**config.mk**
```make
export PLATFORM = sky130hd
export DESIGN_NAME = qdi1of2_to_bin_rx
export DESIGN_NICKNAME = d
export VERILOG_FILES = /design/src/rtl/qdi_pkg.sv /design/src/rtl/qdi1of2_to_bin_rx_fifo.sv /design/src/rtl/qdi1of2_to_bin_rx.sv
export SDC_FILE = /design/constraint.sdc
export NUM_CORES = 1
export LEC_CHECK = 0
export ABC_AREA = 1
export CORE_MARGIN = 5
export CORE_UTILIZATION = 35
export CTS_CLUSTER_SIZE = 8
export DETAILED_ROUTE_END_ITERATION = 10
export HOLD_SLACK_MARGIN = 0.08
export SKIP_LAST_GASP = 1
export SLEW_MARGIN = 20
export SYNTH_ARGS = -nofsm -noshare
export SYNTH_HDL_FRONTEND = slang
export SYNTH_SLANG_ARGS = --single-unit
```
**constraint.sdc**
```tcl
create_clock -name CLK -period 1.25 [get_ports CLK]
set_input_delay 0.25 -clock CLK [delete_from_list [all_inputs] [get_ports CLK]]
set_output_delay 0.25 -clock CLK [all_outputs]
set_load 0.02 [all_outputs]
```
**src/rtl/qdi_pkg.sv**
```systemverilog
// Shared e1of2 rail encodings and receiver state type for the dual-rail channel.
package qdi_pkg;

  localparam logic [1:0] E1OF2_NEUTRAL = 2'b00;
  localparam logic [1:0] E1OF2_D0      = 2'b01;
  localparam logic [1:0] E1OF2_D1      = 2'b10;
  localparam logic [1:0] E1OF2_ILLEGAL = 2'b11;

  typedef enum logic [1:0] {
    WAIT_DATA,
    WAIT_NEUTRAL,
    STALL
  } rx_state_t;

endpackage

```
**src/rtl/qdi1of2_to_bin_rx_fifo.sv**
```systemverilog
// Single-bit circular FIFO; pointers wrap naturally since DEPTH is a power of two.
module bit_fifo
  import qdi_pkg::*;
#(
  parameter int unsigned DEPTH = 4
) (
  input  logic                     CLK,
  input  logic                     RESET,
  input  logic                     push,
  input  logic                     din,
  input  logic                     pop,
  output logic                     dout,
  output logic [$clog2(DEPTH):0]   count,
  output logic                     full,
  output logic                     empty
);

  localparam int unsigned AW = $clog2(DEPTH);
  localparam int unsigned CW = AW + 1;

  logic [DEPTH-1:0] r_mem;
  logic [AW-1:0]    r_wr;
  logic [AW-1:0]    r_rd;
  logic [CW-1:0]    r_count;
  logic             w_pop;

  assign empty = (r_count == '0);
  assign full  = (r_count == CW'(DEPTH));
  assign w_pop = pop && !empty;
  assign dout  = r_mem[r_rd];
  assign count = r_count;

  always_ff @(posedge CLK or posedge RESET) begin
    if (RESET) begin
      r_mem   <= '0;
      r_wr    <= '0;
      r_rd    <= '0;
      r_count <= '0;
    end else begin
      if (push) begin
        r_mem[r_wr] <= din;
        r_wr        <= r_wr + 1'b1;
      end
      if (w_pop) begin
        r_rd <= r_rd + 1'b1;
      end
      r_count <= r_count + CW'(push) - CW'(w_pop);
    end
  end

endmodule

```
**src/rtl/qdi1of2_to_bin_rx.sv**
```systemverilog
// Receives e1of2 dual-rail tokens from a QDI circuit and presents them as a
// clocked valid/ready bit stream; Le provides backpressure into the circuit.
module qdi1of2_to_bin_rx
  import qdi_pkg::*;
#(
  parameter int unsigned DEPTH       = 4,
  parameter int unsigned SYNC_STAGES = 2
) (
  input  logic                   CLK,
  input  logic                   RESET,
  input  logic [1:0]             L,
  output logic                   Le,
  output logic                   dout,
  output logic                   dvalid,
  input  logic                   dready,
  output logic [$clog2(DEPTH):0] count,
  output logic                   err
);

  localparam int unsigned CW = $clog2(DEPTH) + 1;

  logic [1:0]    r_sync [SYNC_STAGES];
  rx_state_t     r_state;
  rx_state_t     w_state_next;
  logic          r_le;
  logic          r_push;
  logic          r_din;
  logic [1:0]    r_cap;
  logic          r_err;

  logic [1:0]    w_ls;
  logic          w_valid;
  logic          w_push;
  logic          w_err_set;
  logic          w_le_next;
  logic          w_pop;
  logic          w_space;
  logic          w_full;
  logic          w_empty;
  logic [CW-1:0] w_count;
  logic [CW-1:0] w_count_next;

  always_ff @(posedge CLK or posedge RESET) begin
    if (RESET) begin
      for (int unsigned i = 0; i < SYNC_STAGES; i++) r_sync[i] <= E1OF2_NEUTRAL;
    end else begin
      r_sync[0] <= L;
      for (int unsigned i = 1; i < SYNC_STAGES; i++) r_sync[i] <= r_sync[i-1];
    end
  end

  assign w_ls    = r_sync[SYNC_STAGES-1];
  assign w_valid = (w_ls == E1OF2_D0) || (w_ls == E1OF2_D1);

  // Push is registered one stage ahead of the FIFO, so the space check must
  // count a push still in flight as well as a pop landing this cycle.
  assign w_pop        = dready && !w_empty;
  assign w_count_next = w_count + CW'(r_push) - CW'(w_pop);
  assign w_space      = (w_count_next < CW'(DEPTH));

  always_ff @(posedge CLK or posedge RESET) begin
    if (RESET) begin
      r_state <= WAIT_DATA;
      r_le    <= 1'b1;
      r_push  <= 1'b0;
      r_din   <= 1'b0;
      r_cap   <= E1OF2_NEUTRAL;
      r_err   <= 1'b0;
    end else begin
      r_state <= w_state_next;
      r_le    <= w_le_next;
      r_push  <= w_push;
      if (w_push) begin
        r_din <= w_ls[1];
        r_cap <= w_ls;
      end
      if (w_err_set) r_err <= 1'b1;
    end
  end

  always_comb begin
    w_state_next = r_state;
    case (r_state)
      WAIT_DATA:    if (w_valid) w_state_next = WAIT_NEUTRAL;
      WAIT_NEUTRAL: if (w_ls == E1OF2_NEUTRAL) w_state_next = w_space ? WAIT_DATA : STALL;
      STALL:        if (w_space) w_state_next = WAIT_DATA;
      default:      w_state_next = WAIT_DATA;
    endcase
  end

  always_comb begin
    w_push    = (r_state == WAIT_DATA) && w_valid;
    w_err_set = (w_ls == E1OF2_ILLEGAL) ||
                ((r_state == WAIT_NEUTRAL) && w_valid && (w_ls != r_cap));
    w_le_next = (w_state_next == WAIT_DATA);
  end

  bit_fifo #(
    .DEPTH (DEPTH)
  ) u_fifo (
    .CLK   (CLK),
    .RESET (RESET),
    .push  (r_push),
    .din   (r_din),
    .pop   (w_pop),
    .dout  (dout),
    .count (w_count),
    .full  (w_full),
    .empty (w_empty)
  );

  a_no_overflow: assert property (@(posedge CLK) disable iff (RESET)
    !(r_push && w_full && !w_pop));

  assign Le     = r_le;
  assign dvalid = !w_empty;
  assign count  = w_count;
  assign err    = r_err;

endmodule
```
==> metrics.md <==
| Metric | Value |
|---|---|
| Status | `finished with violations` |
| Failing checks | `negative setup slack` |
| Xor/xnor share of the synthesized area | `4.18%` |
| Synth Area in Compound Gates | `9.79%` |
| Post-synth cell types | `21` |
| Cts hold-fix bufs | `0` |
| Drt first pass iters | `4` |
| Hold WS | `0.242 ns` |
| LEAKAGE | `0.725 nW` |
| Total track usage | `10.2%` |
| Detailed Place HPWL | `1380 um` |
| Die W | `64.7 um` |
| CTS sink count | `22` |
| CP Capture Type | `primary output` |
| Crit-path cells | `inv_1 -> nand2_1 -> a32oi_1 -> buf_4` |
| Main combinational cell family by area after synthesis | `simple AND/OR/NAND/NOR gates` |
| H-tree depth | `1` |
| Post-route cell area | `1480 um^2` |
| I/O Pins | `12` |
| Req. time, crit path | `1.00 ns` |
| CTS buffer count | `3` |
| Mapped Avg Cell Area | `10.4 um^2` |
| Inserted Diodes | `0` |
| Routed Antenna Nets | `0` |
| Placer Congestion | `0.702` |
| Worst slew margin | `86.4%` |
| Internal reg-to-reg setup slack | `-0.17 ns` |
| Post-Synth Simple-Gate Area | `13.8%` |
| Maximum vdd ir drop | `1110 uV` |
| # nets final | `152` |
| Final period util | `114%` |
| Vias | `776` |
| Dpl ws | `-0.309 ns` |
| Root buffer cell | `clkbuf_4` |
| Yosys warning count | `0` |
| Startpoint types | `flip-flop` |
| Detailed Route WL | `1810 um` |
| Register area share after synthesis | `52.6%` |
| DRT iter0 DRCs | `13` |
| Post-Synth Adder-Cell Area | `11.9%` |
| Max FO, Critical Path | `4` |
| Cells after Synth | `101` |
| Row count | `19` |
| Clk_skew | `0.00250 ns` |
| Die area | `4190 um^2` |
| Initial antenna violation count | `0` |
| RSZ-0062 raised after global routing | `yes` |
| Reg2Reg Depth | `6` |
| CTS tree | `built` |
| Pin count of the biggest net entering global routing | `14` |
| Post-synthesis mux area share | `0%` |
| CP arrival | `1.18 ns` |
| Core Util, Final | `52.6%` |
| Synthesized Nets | `116` |
| Post-synthesis sequential element count | `22` |
| DRC viols | `0` |
| Switching power | `0.00147 W` |
| Layout cell share with drive strength beyond 1 | `42.6%` |
| Clock Path Buffers | `2` |
| Worst reg2reg endpoint | `u_fifo.count[2]` |
| Hold crit path type | `primary input to asynchronous set/reset pin` |
| Initial core utilization | `37.4%` |
| Avg WL per Cell | `10.8 um` |
| Fin. Hold Viols | `0` |
| Clock share of power | `13.6%` |
| Critical R2R Launch | `u_fifo.count[0]` |
| Int Power | `0.00247 W` |
| Clock Latency Late Sink | `0.31 ns` |
| Area after DPL | `1360 um^2` |
| Slew Viols, Final | `0` |
| PD cells | `2670 nW/um^2` |
| Core box area | `2810 um^2` |
| Vias in the first global route | `780` |
| Die Ht | `64.7 um` |
| Critical path's slowest cell | `dfrtp_1` |
| Worst-Margin Slew | `0.201 ns` |
| GRT overflow | `0` |
| Gate power share | `54.9%` |
| Reg clk slew, reported paths | `0.12 ns` |
| Critical path's largest stage delay | `0.42 ns` |
| DR vias/cell | `4.65` |
| Final setup viols | `7` |
| Final min period | `1.43 ns` |
| CP delay by family, top | `flip-flops` |
| Highest Clock Rate | `699 MHz` |
| Switching share of power | `37.4%` |
| First-pass GRT wire length | `3280 um` |
| Reg power frac | `31.5%` |
| CP Class | `flip-flop to primary output` |
| Max Cap Violations | `0` |
| Final WS setup | `-0.180 ns` |
| Port Buffers | `11` |
| Post-Syn Area | `1050 um^2` |
| Area growth, synth to finish | `40.7%` |
| Crit path buffers/inverters | `2` |
sequential cells by signal, summed over array words and instances (netlist names):
signal and flops:
r_din 1, Le 1, err 1, u_fifo.r_rd 2, u_fifo.r_mem 4, u_fifo.count 3, w_ls 2, r_state 2
r_cap 1, r_sync 2, r_push 1, u_fifo.r_wr 2
worst max-delay path by stage:
stage / to / depth (start not counted) / startpoint / slack (ns)
floorplan: Le / 8 / u_fifo.count[0] / -0.10
global placement: dout / 4 / u_fifo.r_rd[0] / -0.27
detailed placement: dout / 4 / u_fifo.r_rd[0] / -0.31
CTS: dout / 4 / u_fifo.r_rd[0] / -0.20
global route: dout / 4 / u_fifo.r_rd[0] / -0.28
finish: dout / 4 / u_fifo.r_rd[0] / -0.18
per-stage QoR:
| step | setup TNS [ns] | total power [W] | std cells |
|---|---|---|---|
| after floorplan | -0.329 | 0.00240 | 101 |
| after global placement | -1.34 | 0.00303 | 157 |
| after detailed placement | -1.54 | 0.00310 | 157 |
| after CTS | -0.949 | 0.00383 | 165 |
| after global routing | -1.51 | 0.00429 | 167 |
| final | -1.02 | 0.00394 | 167 |
power by group through the flow:
stage          Sequential [W]  Combinational [W]  Clock, W
6_report              0.00124            0.00216  0.000536
2_1_floorplan         0.00132            0.00108         0
3_5_place_dp          0.00126            0.00184         0
5_1_grt               0.00128            0.00242  0.000580
4_1_cts               0.00123            0.00205  0.000553
3_3_place_gp          0.00125            0.00178         0
synthesized netlist by cell type:
cell type | count | share of area [%]
dfrtp_1 | 21 | 50
inv_1 | 17 | 6.1
nand2_1 | 13 | 4.7
ha_1 | 10 | 12
a21oi_1 | 5 | 2.4
a31oi_1 | 4 | 2.4
nand2_2 | 4 | 2.4
o21ai_0 | 4 | 1.9
inv_2 | 3 | 1.1
nand3_2 | 3 | 2.9
xor2_1 | 3 | 2.5
nand3_1 | 2 | 0.95
nand4_1 | 2 | 1.2
nor2_1 | 2 | 0.72
xnor2_1 | 2 | 1.7
a21boi_4 | 1 | 1.8
a32oi_1 | 1 | 0.84
buf_2 | 1 | 0.48
dfstp_2 | 1 | 2.5
nor2_4 | 1 | 1.1
o21ai_1 | 1 | 0.48
logic make-up (layout without fill, tap and decap cells):
family / count (synthesis) / in the layout
adders and majority gates: 10 / 10
AOI/OAI and AO/OA: 16 / 16
buffers and inverters: 21 / 56
and+or+nand+nor: 27 / 27
DFF: 22 / 22
xor gates and xnor gates: 5 / 5
cells in the final DEF, fill, tap and decap left out, drive strengths merged:
master / synthesis / layout
o21ai: 5 / 5
nand4: 2 / 2
bufinv: 0 / 1
buf: 1 / 28
ha: 10 / 10
a21oi: 5 / 5
nand3: 5 / 5
dfstp: 1 / 1
a21boi: 1 / 1
clkbuf: 0 / 3
a31oi: 4 / 4
inv: 20 / 20
dfrtp: 21 / 21
xnor2: 2 / 2
clkdlybuf4s50: 0 / 4
nor2: 3 / 3
xor2: 3 / 3
nand2: 17 / 17
a32oi: 1 / 1
layer usage:
| metal | up-vias | GRT usage [%] | part of all wire, % | wire length (um) |
|---|---|---|---|---|
| li1 | 389 | - | - | - |
| met1 | 367 | 11.2 | 41 | 749 |
| met2 | 15 | 17.5 | 50 | 909 |
| met3 | 5 | 3.11 | 5.9 | 107 |
| met4 | 0 | 5.54 | 2.2 | 40 |
| met5 | - | 0 | 0 | 0 |
area by class of cell:
type                    count  area, um^2
clock inverters             1        30.0
well taps                  31        38.8
clock buffers               3        22.5
multi-input cells          58         477
flip-flops and latches     22         553
fillers                   264        1330
repair buffers             32         277
inverters                  20        77.6
worst reg2reg max path: cells and delay by family, from the launching register on:
| family | cells | cell delay, ns |
|---|---|---|
| buf+inv | 2 | 0.17 |
| flops | 1 | 0.44 |
| fa+ha+maj | 3 | 0.59 |
| xor+xnor | 1 | 0.13 |
timing repair:
item / in CTS / in global routing
gates resized for setup: 37 / 12
setup endpoints to repair: 11 / 13
pin swaps: 8 / 8
setup buffers: 4 / 2
(Power assumes the default switching activity.)
